[src/rtl/ram_sync_clr.sv]
// Synchronous RAM with classic chip-select pins, registered read and a fill-on-request clear engine.
// Define RAM_PARITY_EN to store an even-parity bit per word and report read parity errors on perr.
module ram_sync_clr #(
    parameter int unsigned   AW             = 8,
    parameter int unsigned   DW             = 4,
    parameter logic [DW-1:0] INIT_VAL       = '0,
    parameter bit            CLEAR_ON_RESET = 1'b1
) (
    input  logic          clk,
    input  logic          reset_n,
    input  logic [AW-1:0] a,
    input  logic [DW-1:0] i,
    output logic [DW-1:0] d,
    input  logic          cs1_n,
    input  logic          cs2,
    input  logic          w_n,
    input  logic          oe_n,
    input  logic          clr,
    output logic          busy,
    output logic          perr
);

    localparam int unsigned DEPTH = 2 ** AW;
`ifdef RAM_PARITY_EN
    localparam int unsigned MW = DW + 1;
    localparam logic [MW-1:0] InitWord = {^INIT_VAL, INIT_VAL};
`else
    localparam int unsigned MW = DW;
    localparam logic [MW-1:0] InitWord = INIT_VAL;
`endif

    typedef enum logic [0:0] {
        StIdle,
        StClear
    } state_e;

    localparam state_e RstState = CLEAR_ON_RESET ? StClear : StIdle;

    state_e        state_q, state_d;
    logic [AW-1:0] ptr_q, ptr_d;
    logic [DW-1:0] q_q, q_d;

    logic          sel;
    logic          mem_we;
    logic [AW-1:0] mem_waddr;
    logic [MW-1:0] mem_wdata;
    logic [MW-1:0] mem_rdata;
    logic [MW-1:0] ext_word;

    logic [MW-1:0] mem [DEPTH];

    assign sel = !cs1_n && cs2;

`ifdef RAM_PARITY_EN
    assign ext_word = {^i, i};
`else
    assign ext_word = i;
`endif

    // State register
    always_ff @(posedge clk or negedge reset_n) begin
        if (!reset_n) begin
            state_q <= RstState;
            ptr_q   <= '0;
        end else begin
            state_q <= state_d;
            ptr_q   <= ptr_d;
        end
    end

    // Next state: clr always restarts the sweep from word 0
    always_comb begin
        state_d = state_q;
        ptr_d   = ptr_q;
        unique case (state_q)
            StIdle: begin
                if (clr) begin
                    state_d = StClear;
                    ptr_d   = '0;
                end
            end
            StClear: begin
                if (clr) begin
                    ptr_d = '0;
                end else if (&ptr_q) begin
                    state_d = StIdle;
                    ptr_d   = '0;
                end else begin
                    ptr_d = ptr_q + AW'(1);
                end
            end
            default: begin
                state_d = StIdle;
                ptr_d   = '0;
            end
        endcase
    end

    // Outputs: the clear engine owns the write port while busy
    always_comb begin
        busy      = (state_q == StClear);
        mem_we    = 1'b0;
        mem_waddr = a;
        mem_wdata = ext_word;
        if (busy) begin
            mem_we    = 1'b1;
            mem_waddr = ptr_q;
            mem_wdata = InitWord;
        end else if (sel && !w_n) begin
            mem_we = 1'b1;
        end
    end

    // Array is deliberately not reset
    always_ff @(posedge clk) begin
        if (mem_we) begin
            mem[mem_waddr] <= mem_wdata;
        end
    end

    // Read samples the pre-write contents, so a same-address write returns old data
    assign mem_rdata = mem[a];

    always_comb begin
        q_d = q_q;
        if (busy) begin
            q_d = '0;
        end else if (sel) begin
            q_d = mem_rdata[DW-1:0];
        end
    end

    always_ff @(posedge clk or negedge reset_n) begin
        if (!reset_n) begin
            q_q <= '0;
        end else begin
            q_q <= q_d;
        end
    end

    assign d = oe_n ? '0 : q_q;

`ifdef RAM_PARITY_EN
    logic perr_q, perr_d;

    always_comb begin
        perr_d = perr_q;
        if (busy) begin
            perr_d = 1'b0;
        end else if (sel) begin
            perr_d = mem_rdata[DW] != ^mem_rdata[DW-1:0];
        end
    end

    always_ff @(posedge clk or negedge reset_n) begin
        if (!reset_n) begin
            perr_q <= 1'b0;
        end else begin
            perr_q <= perr_d;
        end
    end

    assign perr = perr_q;
`else
    assign perr = 1'b0;
`endif

endmodule
[config.mk]
export PLATFORM = sky130hd
export DESIGN_NAME = ram_sync_clr
export DESIGN_NICKNAME = d
export VERILOG_FILES = /design/src/rtl/ram_sync_clr.sv
export SDC_FILE = /design/constraint.sdc
export NUM_CORES = 1
export LEC_CHECK = 0
export CORE_ASPECT_RATIO = 1.4
export CORE_MARGIN = 3
export CORE_UTILIZATION = 53
export CTS_BUF_LIST = sky130_fd_sc_hd__clkbuf_4
export CTS_CLUSTER_DIAMETER = 40
export DETAILED_ROUTE_END_ITERATION = 12
export GPL_ROUTABILITY_DRIVEN = 0
export GPL_TIMING_DRIVEN = 0
export PLACE_DENSITY = 0.77
export SKIP_CTS_REPAIR_TIMING = 1
export SLEW_MARGIN = 20
export SYNTH_ARGS = -nofsm -noshare
export SYNTH_HDL_FRONTEND = slang
export SYNTH_SLANG_ARGS = --single-unit
[constraint.sdc]
create_clock -name clk -period 15.7 [get_ports clk]
set_input_delay 1.57 -clock clk [delete_from_list [all_inputs] [get_ports clk]]
set_output_delay 1.57 -clock clk [all_outputs]
set_load 0.02 [all_outputs]
* Word-level counts from Yosys, hierarchy flattened
Memories as Yosys holds them, arrays and structs flattened. Cells that the tools add are included. Widths: inputs -> output; s select.
Storage, ports and cells: register bits after elaboration 13, memory bits (writable) 1024, input port bits 19, output and inout bits 6, logic and storage cells 30, memories kept 1
Cells by class: add/sub/neg operators 1, equal/unequal tests 1, muxes and demuxes 17, bitwise gates (word level) 1, reduce and logical (&&, ||, !) cells 6
Memories:
- mem | depth 256, width 4, read ports 1, clocked after memory_dff 0, write ports 1, line 50 | logic [MW-1:0] mem [DEPTH];
Operators by type and width (number):
- $mux 8 | 4
- $mux 4 | 4
- $pmux 8 s2 | 1
- $add 8x1->8 const B | 1
- $reduce_and 8->1 | 1
- $mux 1 | 7
- $logic_and 1x1->1 | 2
- $logic_not 1->1 | 2
- $ne 2x2->1 const B | 1
- $pmux 1 s2 | 1
- $reduce_bool 2->1 | 1
- $not 1->1 | 1

* Depth between registers and ports, before layout
depth after elaboration 7, gate-level depth with buffers 12, gate-level depth less buffers 7

* Worst setup path before layout
No wires, ideal clock.
path kind input -> register, start point input i[0], end point memory mem[0][0] (netlist name) (data pin), library setup time 1446 ps, arrival 7715 ps, data required time 14254 ps, slack 6539 ps, stages 1, path buffers 0, path through nor2b_1
Between the ends: word-level cells in the longest chain between the ends 1
Ends and longest elaborated chain:
- from (decl) | line 12 | input logic [DW-1:0] i,
- $mux 4 | line 105 | if (busy) begin
- to (decl) | line 50
No other way between the ends.

* Worst setup path in the final report
start point input a[0], end point memory mem[177][2] (netlist name) (enable)
Between the ends: word-level cells in the longest chain between the ends 1
Ends and longest elaborated chain:
- from (decl) | line 11 | input logic [AW-1:0] a,
- $mux 8 | line 105
No other way between the ends.

==> results_dict.tcl <==
set metrics [dict create \
    grt_overflow 0 \
    report.final.slew_viol_count 0 \
    cell_internal_pwr_uw 4060 \
    path_class "in2reg" \
    final-setup-viol-count 0 \
    placed_area_sq_um 43900 \
    htreeDepth 4 \
    yosys.area.top_type "edfxtp_1" \
    track_usage_pct 30.3 \
    path_max_fanout 10 \
    numCtsBuffers 216 \
    netlist_top_cells_count "edfxtp_1, nor2_1, mux4_2" \
    cts_tree "done" \
    ys_warn_count 0 \
    final_nets 2586 \
    synth_edf_count 1024 \
    timing.slew.headroom_pct 9.24 \
    synth_cell_types 68 \
    syn-num-nets 2320 \
    synth-async-reset-ratio_pct 1.25 \
    clock_latency_ns 1.04 \
    yosysMostFrequentCell "edfxtp_1" \
    seqPwrFrac_pct 56.9 \
    grt_pass1_wl_microns 175000 \
    clock-sinks 1037 \
    syn_inst 2300 \
    syn-cell-area_sq_um 41700 \
    worst_clock_skew_ns 0.0747 \
    vias 25100 \
    drv_cap 0 \
    chipWidth_microns 243 \
    p_leak_uw 0.0153 \
    port_buffers 19 \
    dpl.hpwl_microns 85900 \
    timing.final.crit_share_pct 31.5 \
    cts.reportedPaths.clkPinSlew_ns 0.08 \
    synth_top_area_share_pct 73.7 \
    clockPowerShare_pct 37.9 \
    rsz0062_at_grt "false" \
    first_pass_iters 6 \
    synthFlopType "edfxtp_1" \
    fin_crit_ns 4.94 \
    initial_core_util_pct 53.6 \
    cp.required_ns 16.36 \
    status "finished, final reports clean" \
    start_kind "input pin" \
    grt_max_degree 46 \
    viasPerCell 6.62 \
    fillers 5514 \
    p_comb_share_pct 5.2 \
    hp-class "reg2reg" \
    antenna_found_initial 5 \
    num_rows 121 \
    die_area_sq_um 82200 \
    drt_iter0_drc 3778 \
    ff_latch_area_sq_um 31100 \
    multi_input_area_sq_um 9780 \
    drc 0 \
    syn_area_per_cell_sq_um 18.1 \
    worstMarginPinSlew_ns 1.33 \
    final_cell_area_sq_um 46700 \
    ys_ff_latch 1037 \
    vdd_drop_max_v 0.0000756 \
    switching_power_uw 1210 \
    dpl.cell_count 3393 \
    cts_buffer_depth 3 \
    synthToLayoutAreaGrowth_pct 12.0 \
    cts-root-buf "clkbuf_4" \
    layout-drive-gt1-share_pct 24.1 \
    post_drt_wl_per_cell_microns 32.7 \
    cp-end-kind "register" \
    p_sw_share_pct 23.0 \
    hold_viol 0 \
    crit_arrival_ns 5.60 \
    final_antenna_net_count 0 \
    max_freq_mhz 202 \
    first_global_vias 25446 \
    ys_top_cells_by_area "edfxtp_1, mux4_2, mux2i_1" \
    ios 25 \
    p_per_area_nw_per_um2 113 \
    ys_seq_area_share_pct 74.5 \
    wirelength_microns 124000 \
    finalNonFillerCells 3792 \
    die_h_microns 338 \
    core_area_sq_um 77800 \
]
[area by class of cell]
class	instances	share of cell area, %
sequential	1037	66.5
multi-input combinational	1108	20.9
clock buffer	305	4.90
tap	1045	2.80
buffer	144	1.86
timing repair buffer	48	1.83
clock inverter	89	1.06
inverter	11	0.0884
antenna	5	0.0268
[final timing paths]
check                              from           to  slack, ns  depth (start not counted)
worst max-delay path               a[0]  mem[177][2]      10.76                         12
worst min-delay path             q_q[1]       q_q[1]       0.57                          1
worst max register to register     busy  mem[142][3]      11.93                          7
worst min register to register   q_q[1]       q_q[1]       0.57                          1
max in group asynchronous       reset_n     ptr_q[7]      14.28                          1
min in group asynchronous       reset_n     ptr_q[3]       0.94                          1
[cell usage in the layout, fill, tap and decap left out, types with 6 or more instances in the layout]
cell and instances:
mux4_2 178, a2111oi_0 12, buf_6 17, o21ai_0 22
nor2_1 292, nand4_1 13, nand2b_1 8, clkinv_1 62
mux2_2 8, clkinv_2 15, a22oi_1 36, nor2b_1 7
o221ai_1 20, o211ai_1 9, a21oi_1 32, and2_1 8
o22ai_1 42, dfrtp_1 12, buf_4 14, mux2i_1 162
and3_1 7, buf_16 11, clkbuf_1 45, inv_1 9
nor3_1 22, nand3_1 49, buf_2 56, edfxtp_1 1024
nand2_1 89, buf_12 22, nor4_1 6, clkbuf_4 305
nand3b_1 8, clkdlybuf4s50_1 19
[worst max-delay path, cell delays in order]
cell             delay [ns]
clkdlybuf4s50_1        0.49
buf_6                  0.20
buf_12                 0.18
buf_6                  0.27
buf_6                  0.32
buf_6                  0.27
buf_6                  0.23
nand2_1                0.13
o21ai_2                0.52
nand3_1                0.48
buf_2                  0.44
nor2_1                 0.43
[flip-flops by register name, summed over array words and instances, names as in the netlist]
signal,cells
q_q,4
mem,1024
busy,1
ptr_q,8
[power by group through the flow]
stage,registers (uW),logic (uW),clock network [uW]
after detailed placement,3060,263,0
after floorplan,3060,154,0
final,3000,273,2000
after global routing,3000,274,2130
after global placement,3060,260,0
after CTS,3000,264,2000
[metrics by stage]
step	total power [uW]	setup TNS (ns)	setup WS, ns	hold WS, ns	util (%)
after global placement	3320	-175.19	-0.372	0.537	55.5
after detailed placement	3320	0	9.86	0.532	56.4
final	5270	0	10.76	0.568	60.0
after floorplan	3210	0	6.54	0.451	-
after global routing	5400	0	10.75	0.571	60.0
after CTS	5270	0	10.93	0.560	60.0
[metal layers]
metal | vias up | global-route usage, % | share of wire [%]
met5 | - | 0 | 0.011
met2 | 2293 | 49.5 | 48
met4 | 2 | 26.0 | 10
li1 | 9958 | - | -
met1 | 12237 | 33.2 | 30
met3 | 610 | 7.82 | 12
[cells by family after synthesis]
logic type / count (synthesis) / share of synthesized area (%)
flops: 1037 / 74.5
compound gates: 224 / 3.81
simple gates: 527 / 5.45
fa+ha+maj: 1 / 0.0300
other cells: 1 / 0.00899
mux: 352 / 14.0
xor+xnor: 3 / 0.0630
buf+inv: 155 / 2.17
(Power assumes the default switching activity.)
